<file path="src/rtl/mp_add_seq.sv">
// Multi-precision adder: one N-bit ripple adder is reused to add WORDS*N-bit operands, LS chunk first.
// Define MP_ADD_OVF_EN to add the signed-overflow output ovf.
module mp_add_seq #(
    parameter int N     = 8,
    parameter int WORDS = 4
) (
    input  logic               clk,
    input  logic               rstn,
    input  logic               in_valid,
    output logic               in_ready,
    input  logic [N*WORDS-1:0] a,
    input  logic [N*WORDS-1:0] b,
    input  logic               cin,
    output logic               out_valid,
    input  logic               out_ready,
    output logic [N*WORDS-1:0] sum,
    output logic               cout,
    output logic               busy
`ifdef MP_ADD_OVF_EN
    ,
    output logic               ovf
`endif
);

    localparam int W  = N * WORDS;
    localparam int IW = (WORDS > 1) ? $clog2(WORDS) : 1;

    typedef enum logic [1:0] {IDLE, RUN, DONE} state_t;

    state_t          state_q, state_d;
    logic [W-1:0]    a_q, b_q;
    logic [W-1:0]    sum_q, sum_d;
    logic [IW-1:0]   idx_q, idx_d;
    logic            carry_q, carry_d;
    logic            cout_q, cout_d;
    logic            last;
    logic [N-1:0]    chunk_a, chunk_b, s;
    logic            co;
`ifdef MP_ADD_OVF_EN
    logic            ovf_q, ovf_d;
`endif

    assign last = (idx_q == IW'(WORDS - 1));

    always_ff @(posedge clk or negedge rstn) begin
        if (!rstn) state_q <= IDLE;
        else       state_q <= state_d;
    end

    always_comb begin
        state_d = state_q;
        case (state_q)
            IDLE:    if (in_valid)  state_d = RUN;
            RUN:     if (last)      state_d = DONE;
            DONE:    if (out_ready) state_d = IDLE;
            default: state_d = IDLE;
        endcase
    end

    // Handshake flags come straight from the state register, never from in_valid/out_ready.
    always_comb begin
        in_ready  = (state_q == IDLE);
        out_valid = (state_q == DONE);
        busy      = (state_q == RUN) || (state_q == DONE);
    end

    // The shared adder: selected chunk pair plus the carry held from the previous chunk.
    always_comb begin
        chunk_a = a_q[idx_q*N +: N];
        chunk_b = b_q[idx_q*N +: N];
        {co, s} = {1'b0, chunk_a} + {1'b0, chunk_b} + {{N{1'b0}}, carry_q};
    end

    always_comb begin
        sum_d   = sum_q;
        idx_d   = idx_q;
        carry_d = carry_q;
        cout_d  = cout_q;
`ifdef MP_ADD_OVF_EN
        ovf_d   = ovf_q;
`endif
        case (state_q)
            IDLE: if (in_valid) begin
                sum_d   = '0;
                idx_d   = '0;
                carry_d = cin;
            end
            RUN: begin
                sum_d[idx_q*N +: N] = s;
                carry_d             = co;
                if (last) begin
                    cout_d = co;
`ifdef MP_ADD_OVF_EN
                    ovf_d  = (a_q[W-1] == b_q[W-1]) && (s[N-1] != a_q[W-1]);
`endif
                end else begin
                    idx_d = idx_q + 1'b1;
                end
            end
            DONE: if (out_ready) begin
`ifdef MP_ADD_OVF_EN
                ovf_d = 1'b0;
`endif
            end
            default: ;
        endcase
    end

    always_ff @(posedge clk or negedge rstn) begin
        if (!rstn) begin
            sum_q   <= '0;
            idx_q   <= '0;
            carry_q <= 1'b0;
            cout_q  <= 1'b0;
`ifdef MP_ADD_OVF_EN
            ovf_q   <= 1'b0;
`endif
        end else begin
            sum_q   <= sum_d;
            idx_q   <= idx_d;
            carry_q <= carry_d;
            cout_q  <= cout_d;
`ifdef MP_ADD_OVF_EN
            ovf_q   <= ovf_d;
`endif
        end
    end

    // Operand latches need no reset; they are only read after an acceptance loads them.
    always_ff @(posedge clk) begin
        if (state_q == IDLE && in_valid) begin
            a_q <= a;
            b_q <= b;
        end
    end

    assign sum  = sum_q;
    assign cout = cout_q;
`ifdef MP_ADD_OVF_EN
    assign ovf  = ovf_q;
`endif

endmodule
</file>
<file path="config.mk">
export PLATFORM = sky130hd
export DESIGN_NAME = mp_add_seq
export DESIGN_NICKNAME = d
export VERILOG_FILES = /design/src/rtl/mp_add_seq.sv
export SDC_FILE = /design/constraint.sdc
export NUM_CORES = 1
export LEC_CHECK = 0
export CORE_AREA = 2 2 93 113
export CTS_CLUSTER_SIZE = 30
export DETAILED_ROUTE_END_ITERATION = 16
export DIE_AREA = 0 0 95 115
export PLACE_DENSITY = 0.82
export SLEW_MARGIN = 15
export SYNTH_ARGS = -nofsm -noshare
export SYNTH_HDL_FRONTEND = slang
export SYNTH_SLANG_ARGS = --single-unit
</file>
<file path="constraint.sdc">
create_clock -name clk -period 3.58 [get_ports clk]
set_clock_uncertainty 0.2 [all_clocks]
set_input_delay 0.716 -clock clk [delete_from_list [all_inputs] [get_ports clk]]
set_output_delay 0.716 -clock clk [all_outputs]
set_load 0.05 [all_outputs]
</file>
==> results of run 1 <==
==> cell type report <==
class	instances	area (um^2)	share of cell area (%)
sequential	102	2873	49.48
multi-input combinational	126	1381	23.79
timing repair buffer	108	1071	18.45
clock buffer	9	225.2	3.879
tap	126	157.7	2.716
clock inverter	7	48.80	0.8405
inverter	13	48.80	0.8405
==> cell families (layout without fill, tap and decap cells) <==
kind of cell / Yosys count / after routing / synth area share [%]
multiplexers: 16 / 16 / 8.978
XOR/XNOR: 5 / 5 / 1.353
AO/OA/AOI/OAI: 64 / 64 / 12.52
AND/OR/NAND/NOR: 25 / 25 / 3.972
adder cells (fa/ha/maj): 16 / 16 / 4.950
flip-flops: 102 / 102 / 66.07
buffers and inverters: 19 / 137 / 2.158
==> worst paths after layout <==
check	end	from	slack, ps
hold reg to reg	sum[9]	sum[9]	300
max in group asynchronous	sum[1]	rstn	2270
setup reg to reg	sum[14]	idx_q[0]	490
setup / recovery	sum[14]	idx_q[0]	490
min in group asynchronous	state_q[1]	rstn	580
hold / removal	sum[9]	sum[9]	300
==> flip-flops by register name, summed over array words and instances (netlist names) <==
signal   flops
a_q         32
b_q         32
state_q      2
idx_q        2
carry_q      1
cout         1
sum         32
==> metrics by stage <==
stage	util, %	setup WS [ps]	area (um^2)
global placement	56.10	507.2	5532
global route	58.88	329.1	5806
CTS	58.88	448.1	5806
detailed placement	56.10	492.6	5532
floorplan	-	627.3	4348
finish	58.88	491.3	5806
==> power by group through the flow <==
stage	Clock, mW	Sequential, mW	Combinational (mW)
CTS	0.918	1.59	2.09
global route	0.968	1.61	2.23
detailed placement	0	1.62	2.08
floorplan	0	1.68	1.46
global placement	0	1.60	2.00
finish	0.899	1.59	2.09
==> synthesized netlist by cell type, types with 3 or more instances <==
cell      count
dfrtp_1      38
mux4_1        8
xnor2_1       3
a21oi_1       6
ha_1         14
inv_1        12
a22o_1       24
a32o_1        3
nand2_1       9
buf_2         3
o21ai_0       4
o21ai_2       4
a21o_1        3
edfxtp_1     64
nor2_1        4
mux4_2        8
==> critical path, stage by stage, from the launching register on <==
cell and delay (ps):
dfrtp_1 520, buf_4 370, mux4_1 600, ha_1 380, nor2b_2 180, o2111ai_1 180, nand2_1 140, xor2_2 190
a22o_1 220
==> per-layer routing <==
layer | wire length (um) | vias up | GRT usage (%)
li1 | - | 1212 | -
met1 | 3496 | 1313 | 20.28
met2 | 4565 | 111 | 28.84
met3 | 515 | 14 | 3.997
met4 | 162 | 0 | 5.894
met5 | 0 | - | 0
==> impl_metrics.csv, run 1 <==
group,metric,value,unit
cells_and_area,synthToLayoutAreaGrowth,33.53,%
clock_tree,cts_resized,0,
place,dp_cells,475,
floorplanning,rows,40,
floorplanning,initial_core_util,44.10,%
min_path,holdPathStages,2,
power_and_ir_drop,switching_share,39.62,%
routing,drt_iter0_markers,119,
sta,fin_crit,3089,ps
floorplanning,pin_count,105,
power_and_ir_drop,clkPwrFrac,19.6,%
sta,worst_slew_pin_slew,744.6,ps
power_and_ir_drop,pwr_density_cell,789.1,nW/um^2
critical_path,crit_required,3610,ps
cells_and_area,final_cell_mix,"104 x clkdlybuf4s50_1, 64 x edfxtp_1, 38 x dfrtp_1, 24 x a22o_1, 14 x ha_1",
power_and_ir_drop,p_seq_share,34.7,%
floorplanning,die_area,10930,um^2
routing,vias_per_cell,5.397,
power_and_ir_drop,p_leak,2.198,nW
sta,rsz0062_at_grt,"false",
routing,wl_per_cell,17.80,um
synth,postSynthAreaPerCell,17.60,um^2
global_route,antenna_found_initial,0,
critical_path,cp-end-kind,"flip-flop",
sta,max_freq,0.3238,GHz
power_and_ir_drop,power,4.581,mW
cells_and_area,fin_cells,491,
synth,syn_nets,332,
sta,hold_viol_final,0,
routing,dr.pass1.iters,4,
cells_and_area,diodes,0,
synth,synth_cell_types,48,
clock_tree,clkSinkCount,102,
synth,ys_warn_count,0,
critical_path,arrival,3120,ps
clock_tree,post-cts-setup-buffers,0,
floorplanning,die_height,115,um
clock_tree,hold_buffers,0,
place,io_buffers,104,
critical_path,setup.worst_path.class,"reg -> reg",
routing,ant_nets,0,
global_route,grt_first_pass_wirelength,13450,um
floorplanning,die_w,95,um
global_route,grt_use_total,16.64,%
power_and_ir_drop,peakVddDrop,0.4221,mV
global_route,grt_max_degree,62,
synth,synth_edf_count,64,
synth,synth-seq-area-share,66.07,%
synth,yosysTopAreaCellShare,44.20,%
place,hpwlAfterDp,6442,um
routing,via_count,2650,
clock_tree,tritoncts,"done",
power_and_ir_drop,p_switching,1.815,mW
clock_tree,cts-root-buf,"clkbuf_16",
clock_tree,h-tree-depth,3,
clock_tree,clk_latency,350,ps
critical_path,critPathMaxFanout,18,
sta,finalCritPeriodShare,86.28,%
sta,finalSetupViolCount,0,
global_route,grt_pass1_vias,2652,
cells_and_area,nets,445,
cells_and_area,fillers,722,
cells_and_area,final_common_cell,"clkdlybuf4s50_1",
clock_tree,cts_buffer_depth,2,
flow_run,maxCapViolCount,0,
sta,drv_slew,0,
clock_tree,numCtsBuffers,9,
synth,netlist_instances,247,
power_and_ir_drop,power_frac_comb,45.6,%
routing,route.detailed.drc,0,
synth,synthFlopType,"edfxtp_1",
synth,yosysTopAreaCell,"edfxtp_1",
clock_tree,path_clk_slew,70,ps
place,globalplace.congestion,0.8089,
synth,synth_area_leaders,"edfxtp_1 44%, dfrtp_1 22%, mux4_1 4.8%",
sta,final.setup.tns,0,ps
critical_path,cp-start-kind,"flip-flop",
synth,ys_ff_latch,102,
synth,post_synth_instance_area,4348,um^2
sta,whs,299.0,ps
outcome,status,"finished, final reports clean",
cells_and_area,drive_gt1_share,12.60,%
critical_path,r2r_cells,8,
sta,slew_headroom,50.36,%
power_and_ir_drop,intPower,2.766,mW
min_path,hold_path.class,"reg -> reg",
global_route,overflow,0,
synth,async_flop_share,37.25,%
floorplanning,core,9859,um^2
routing,wl,8739,um
No activity file was read; power rests on OpenSTA's default activity.
==> run 2: changes to the inputs <==
==> constraint.sdc (replaced) <==
create_clock -name clk -period 3.5 [get_ports clk]
set_clock_uncertainty 0.2 [all_clocks]
set_input_delay 0.7 -clock clk [delete_from_list [all_inputs] [get_ports clk]]
set_output_delay 0.7 -clock clk [all_outputs]
set_load 0.05 [all_outputs]
==> run 2 against run 1 <==
Net effect:
- largest cell class unchanged
- fmax fell by 1.2%
- non-clock buffer count stayed put
- final cell count is the same
- cell area is 0.43% higher
- critical endpoint unchanged
==> impl_metrics.csv, run 2 (same netlist as run 1, synthesis figures left out) <==
group,metric,value,unit
floorplanning,rows,40,
floorplanning,die_area,10930,um^2
floorplanning,pin_count,105,
min_path,min_from,"sum[9]",
global_route,grt_max_degree,62,
routing,ant_nets,0,
critical_path,rrSetupSlack,370,ps
routing,via_count,2642,
cells_and_area,final_common_cell,"clkdlybuf4s50_1",
power_and_ir_drop,peakVddDrop,0.3945,mV
critical_path,r2r-end,"sum[14]",
cells_and_area,final_cell_mix,"104 x clkdlybuf4s50_1, 64 x edfxtp_1, 38 x dfrtp_1, 24 x a22o_1, 14 x ha_1",
cells_and_area,final_util,59.14,%
power_and_ir_drop,power,4.743,mW
sta,hold_viol_final,0,
sta,drv_slew,0,
critical_path,crit_family,"multiplexers",
min_path,hold_path.class,"reg -> reg",
critical_path,setup.worst_path.class,"reg -> reg",
critical_path,cp-end-kind,"flip-flop",
critical_path,slowest_stage,"mux4_1",
cells_and_area,diodes,0,
critical_path,critPathMaxFanout,18,
place,io_buffers,104,
sta,final.setup.tns,0,ps
sta,whs,301.4,ps
critical_path,cp.depth,8,
power_and_ir_drop,p_seq_share,34.3,%
sta,rsz0062_at_grt,"false",
flow_run,maxCapViolCount,0,
clock_tree,clkSinkCount,102,
critical_path,crit_required,3520,ps
clock_tree,post-cts-setup-buffers,0,
critical_path,cp_slowest_stage_delay,600,ps
critical_path,worstPathBufferInverterCount,1,
cells_and_area,fillers,734,
cells_and_area,nets,445,
global_route,grt_use_total,17.05,%
floorplanning,die_w,95,um
clock_tree,cts-root-buf,"clkbuf_16",
power_and_ir_drop,power_frac_comb,44.9,%
place,hpwlAfterDp,6500,um
routing,wl,8642,um
critical_path,arrival,3140,ps
sta,fin_crit,3126,ps
clock_tree,numCtsBuffers,9,
floorplanning,core,9859,um^2
clock_tree,path_clk_slew,70,ps
power_and_ir_drop,switching_share,38.63,%
power_and_ir_drop,p_leak,2.212,nW
clock_tree,cts_buffer_depth,2,
routing,vias_per_cell,5.381,
sta,finalSetupViolCount,0,
clock_tree,tritoncts,"done",
critical_path,worstPathCellList,"buf_4 > mux4_1 > ha_1 > nor2b_2 > o2111ai_1 > nand2_1 > xor2_2 > a22o_1",
floorplanning,initial_core_util,44.10,%
routing,drt_iter0_markers,158,
routing,route.detailed.drc,0,
routing,wl_per_cell,17.60,um
global_route,grt_pass1_vias,2835,
clock_tree,cts_resized,0,
sta,slew_headroom,51.72,%
place,globalplace.congestion,0.8617,
clock_tree,hold_buffers,0,
clock_tree,clk_latency,340,ps
min_path,holdPathStages,2,
critical_path,endpoint,"sum[14]",
outcome,status,"finished, final reports clean",
cells_and_area,drive_gt1_share,12.60,%
clock_tree,h-tree-depth,3,
global_route,overflow,0,
sta,finalCritPeriodShare,89.31,%
power_and_ir_drop,intPower,2.911,mW
sta,max_freq,0.3199,GHz
critical_path,cp-start-kind,"flip-flop",
power_and_ir_drop,pwr_density_cell,813.5,nW/um^2
power_and_ir_drop,clkPwrFrac,20.7,%
power_and_ir_drop,p_switching,1.832,mW
critical_path,r2r_cells,8,
cells_and_area,synthToLayoutAreaGrowth,34.10,%
critical_path,r2r-start,"idx_q[0]",
global_route,grt_first_pass_wirelength,14060,um
critical_path,crit_start,"idx_q[0]",
sta,worst_slew_pin_slew,724.2,ps
floorplanning,die_height,115,um
routing,dr.pass1.iters,4,
global_route,antenna_found_initial,0,
run 2: changes by cell type in the layout (fill, tap and decap cells not counted):
cell | before | now
inv_6 | 1 | 2
clkinv_1 | 3 | 1
bufinv_16 | 0 | 1
clkbuf_1 | 0 | 2
clkinv_4 | 1 | 0
clkinvlp_2 | 1 | 0
run 2: per-layer routing:
layer / track usage (%) / vias up / share of wire [%]
met1: 21.83 / 1314 / 40
met5: 0 / - / 0
met3: 3.997 / 4 / 6.5
met4: 6.667 / 0 / 1.0
met2: 28.23 / 118 / 53
li1: - / 1206 / -
run 2: power by group through the flow:
stage | clock [mW] | sequential (mW) | combinational [mW]
2_1_floorplan | 0 | 1.72 | 1.49
3_3_place_gp | 0 | 1.64 | 2.04
3_5_place_dp | 0 | 1.66 | 2.12
4_1_cts | 1.01 | 1.63 | 2.14
5_1_grt | 1.07 | 1.65 | 2.30
6_report | 0.982 | 1.63 | 2.13
run 2: layout make-up:
class	count	area (um^2)	share of cell area (%)
clock buffer	11	232.7	3.991
clock inverter	5	66.31	1.137
inverter	13	48.80	0.8369
multi-input combinational	126	1381	23.69
sequential	102	2873	49.27
tap	126	157.7	2.704
timing repair buffer	108	1071	18.37
run 2: per-stage QoR:
stage	worst slack, ps	std cells	cell area (um^2)
2_1_floorplan	547.3	247	4348
3_3_place_gp	411.6	475	5532
3_5_place_dp	388.6	475	5532
4_1_cts	352.7	491	5831
5_1_grt	224.9	491	5831
6_report	374.0	491	5831
run 2: worst min path at each step:
stage                   end
finish               sum[9]
global route        sum[24]
CTS                  sum[9]
detailed placement   sum[9]
global placement     sum[9]
floorplan           carry_q
run 2: tightest hold or removal path, stage by stage, from the launching register on:
cell     delay, ps
dfrtp_1        350
nand2_1         60
o31ai_1         60
==> run 3: changes to the inputs <==
--- a/config.mk
+++ b/config.mk
@@ -9,7 +9,7 @@
 export CTS_CLUSTER_SIZE = 30
 export DETAILED_ROUTE_END_ITERATION = 16
 export DIE_AREA = 0 0 95 115
-export PLACE_DENSITY = 0.82
+export PLACE_DENSITY = 0.73
 export SLEW_MARGIN = 15
 export SYNTH_ARGS = -nofsm -noshare
 export SYNTH_HDL_FRONTEND = slang
==> run 3 against run 2 <==
Net effect:
- core utilization is 0.10 points lower
- via count is 0.72% lower
- non-clock buffer count stayed put
- register-to-register slack better by 160 ps
- total power is 0.79% lower
- wire length is 0.94% lower
- sequential power hardly changed
- critical path type unchanged
- critical endpoint is now sum[6]
==> impl_metrics.csv, run 3 (same netlist as run 1, synthesis figures left out) <==
group,metric,value,unit
sta,slew_headroom,46.66,%
global_route,grt_max_degree,65,
cells_and_area,drive_gt1_share,13.15,%
routing,route.detailed.drc,0,
floorplanning,die_height,115,um
critical_path,cp-start-kind,"flip-flop",
routing,wl_per_cell,17.44,um
critical_path,cp-end-kind,"flip-flop",
critical_path,crit_required,3540,ps
cells_and_area,final_area,5821,um^2
power_and_ir_drop,pwr_density_cell,808.4,nW/um^2
flow_run,maxCapViolCount,0,
clock_tree,numCtsBuffers,9,
outcome,status,"finished, final reports clean",
global_route,grt_use_total,16.53,%
min_path,hold_path.class,"reg -> reg",
cells_and_area,final_common_cell,"clkdlybuf4s50_1",
place,dp_cells,475,
critical_path,arrival,3000,ps
clock_tree,path_clk_slew,70,ps
critical_path,worstPathCellList,"buf_4 > mux4_1 > ha_1 > nor2b_2 > o2111ai_1 > nand2_1 > xor2_2 > a22o_1",
sta,finalCritPeriodShare,84.64,%
clock_tree,tritoncts,"done",
critical_path,cp_slowest_stage_delay,600,ps
critical_path,critPathMaxFanout,21,
global_route,grt_first_pass_wirelength,13410,um
critical_path,worstPathBufferInverterCount,1,
cells_and_area,register_area,2873,um^2
clock_tree,cts_buffer_depth,2,
floorplanning,rows,40,
floorplanning,die_w,95,um
sta,fin_crit,2962,ps
cells_and_area,final_cell_mix,"104 x clkdlybuf4s50_1, 64 x edfxtp_1, 38 x dfrtp_1, 24 x a22o_1, 14 x ha_1",
routing,dr.pass1.iters,4,
routing,drt_iter0_markers,130,
sta,hold_viol_final,0,
cells_and_area,multi_input_area,1381,um^2
cells_and_area,diodes,0,
clock_tree,post-cts-setup-buffers,0,
clock_tree,cts_resized,0,
power_and_ir_drop,p_leak,2.211,nW
clock_tree,clk_latency,340,ps
routing,ant_nets,0,
sta,max_freq,0.3376,GHz
global_route,overflow,0,
critical_path,crit_family,"multiplexers",
place,io_buffers,104,
floorplanning,die_area,10930,um^2
clock_tree,cts-root-buf,"clkbuf_16",
critical_path,slowest_stage,"mux4_1",
clock_tree,clkSinkCount,102,
place,hpwlAfterDp,6333,um
sta,drv_slew,0,
routing,vias_per_cell,5.342,
sta,rsz0062_at_grt,"false",
global_route,antenna_found_initial,0,
floorplanning,core,9859,um^2
cells_and_area,final_util,59.04,%
sta,final.setup.tns,0,ps
routing,wl,8561,um
critical_path,setup.worst_path.class,"reg -> reg",
cells_and_area,fin_cells,491,
floorplanning,pin_count,105,
place,place_area,5532,um^2
global_route,grt_pass1_vias,2656,
sta,finalSetupViolCount,0,
routing,via_count,2623,
clock_tree,hold_buffers,0,
cells_and_area,fillers,744,
power_and_ir_drop,peakVddDrop,0.4086,mV
clock_tree,h-tree-depth,3,
cells_and_area,nets,445,
floorplanning,initial_core_util,44.10,%
sta,worst_slew_pin_slew,800.1,ps
place,globalplace.congestion,0.8446,
cells_and_area,synthToLayoutAreaGrowth,33.87,%
-- run 3: cell count changes in the layout (fill, tap and decap cells not counted) --
cell       delta
clkbuf_1      -2
bufinv_16     -1
clkbuf_8      +1
clkinv_2      +1
inv_6         +1
-- run 3: where the power goes --
part	switching, mW	internal [mW]
Combinational	1.31	0.808
Clock	0.450	0.513
Sequential	0.0877	1.54
-- run 3: routing by layer --
| layer | global-route usage [%] | part of all wire (%) | up-vias |
|---|---|---|---|
| li1 | - | - | 1216 |
| met4 | 8.309 | 2.9 | 0 |
| met3 | 2.818 | 5.6 | 15 |
| met5 | 0 | 0 | - |
| met2 | 27.57 | 51 | 112 |
| met1 | 20.83 | 40 | 1280 |
-- run 3: path summary, 6_finish.rpt --
check                         start          to  slack, ps  depth (start not counted)
setup / recovery           idx_q[0]      sum[6]        540                          8
hold / removal               sum[6]      sum[6]        300                          1
setup reg to reg           idx_q[0]      sum[6]        540                          8
hold reg to reg              sum[6]      sum[6]        300                          1
max in group asynchronous      rstn     carry_q       2200                          2
min in group asynchronous      rstn  state_q[0]        570                          2
-- run 3: cell type report --
type	count	share of cell area, %
clock buffers	10	4.106
clock inverters	6	0.8598
inverters	13	0.8383
multi-input cells	126	23.73
flip-flops and latches	102	49.36
well taps	126	2.709
repair buffers	108	18.40
-- run 3: stage by stage --
stage	hold slack (ps)	total power, mW	worst slack, ps
floorplan	204.4	3.210	547.3
global placement	281.4	3.708	568.9
detailed placement	284.7	3.767	545.8
CTS	300.0	4.742	500.1
global route	315.5	4.973	282.9
finish	300.7	4.706	537.6
-- run 3: worst register-to-register path, stage by stage (launching register included) --
cell       delay, ps
dfrtp_1          410
buf_4            360
mux4_1           610
ha_1             370
nor2b_2          190
o2111ai_1        180
nand2_1          140
xor2_2           190
a22o_1           210
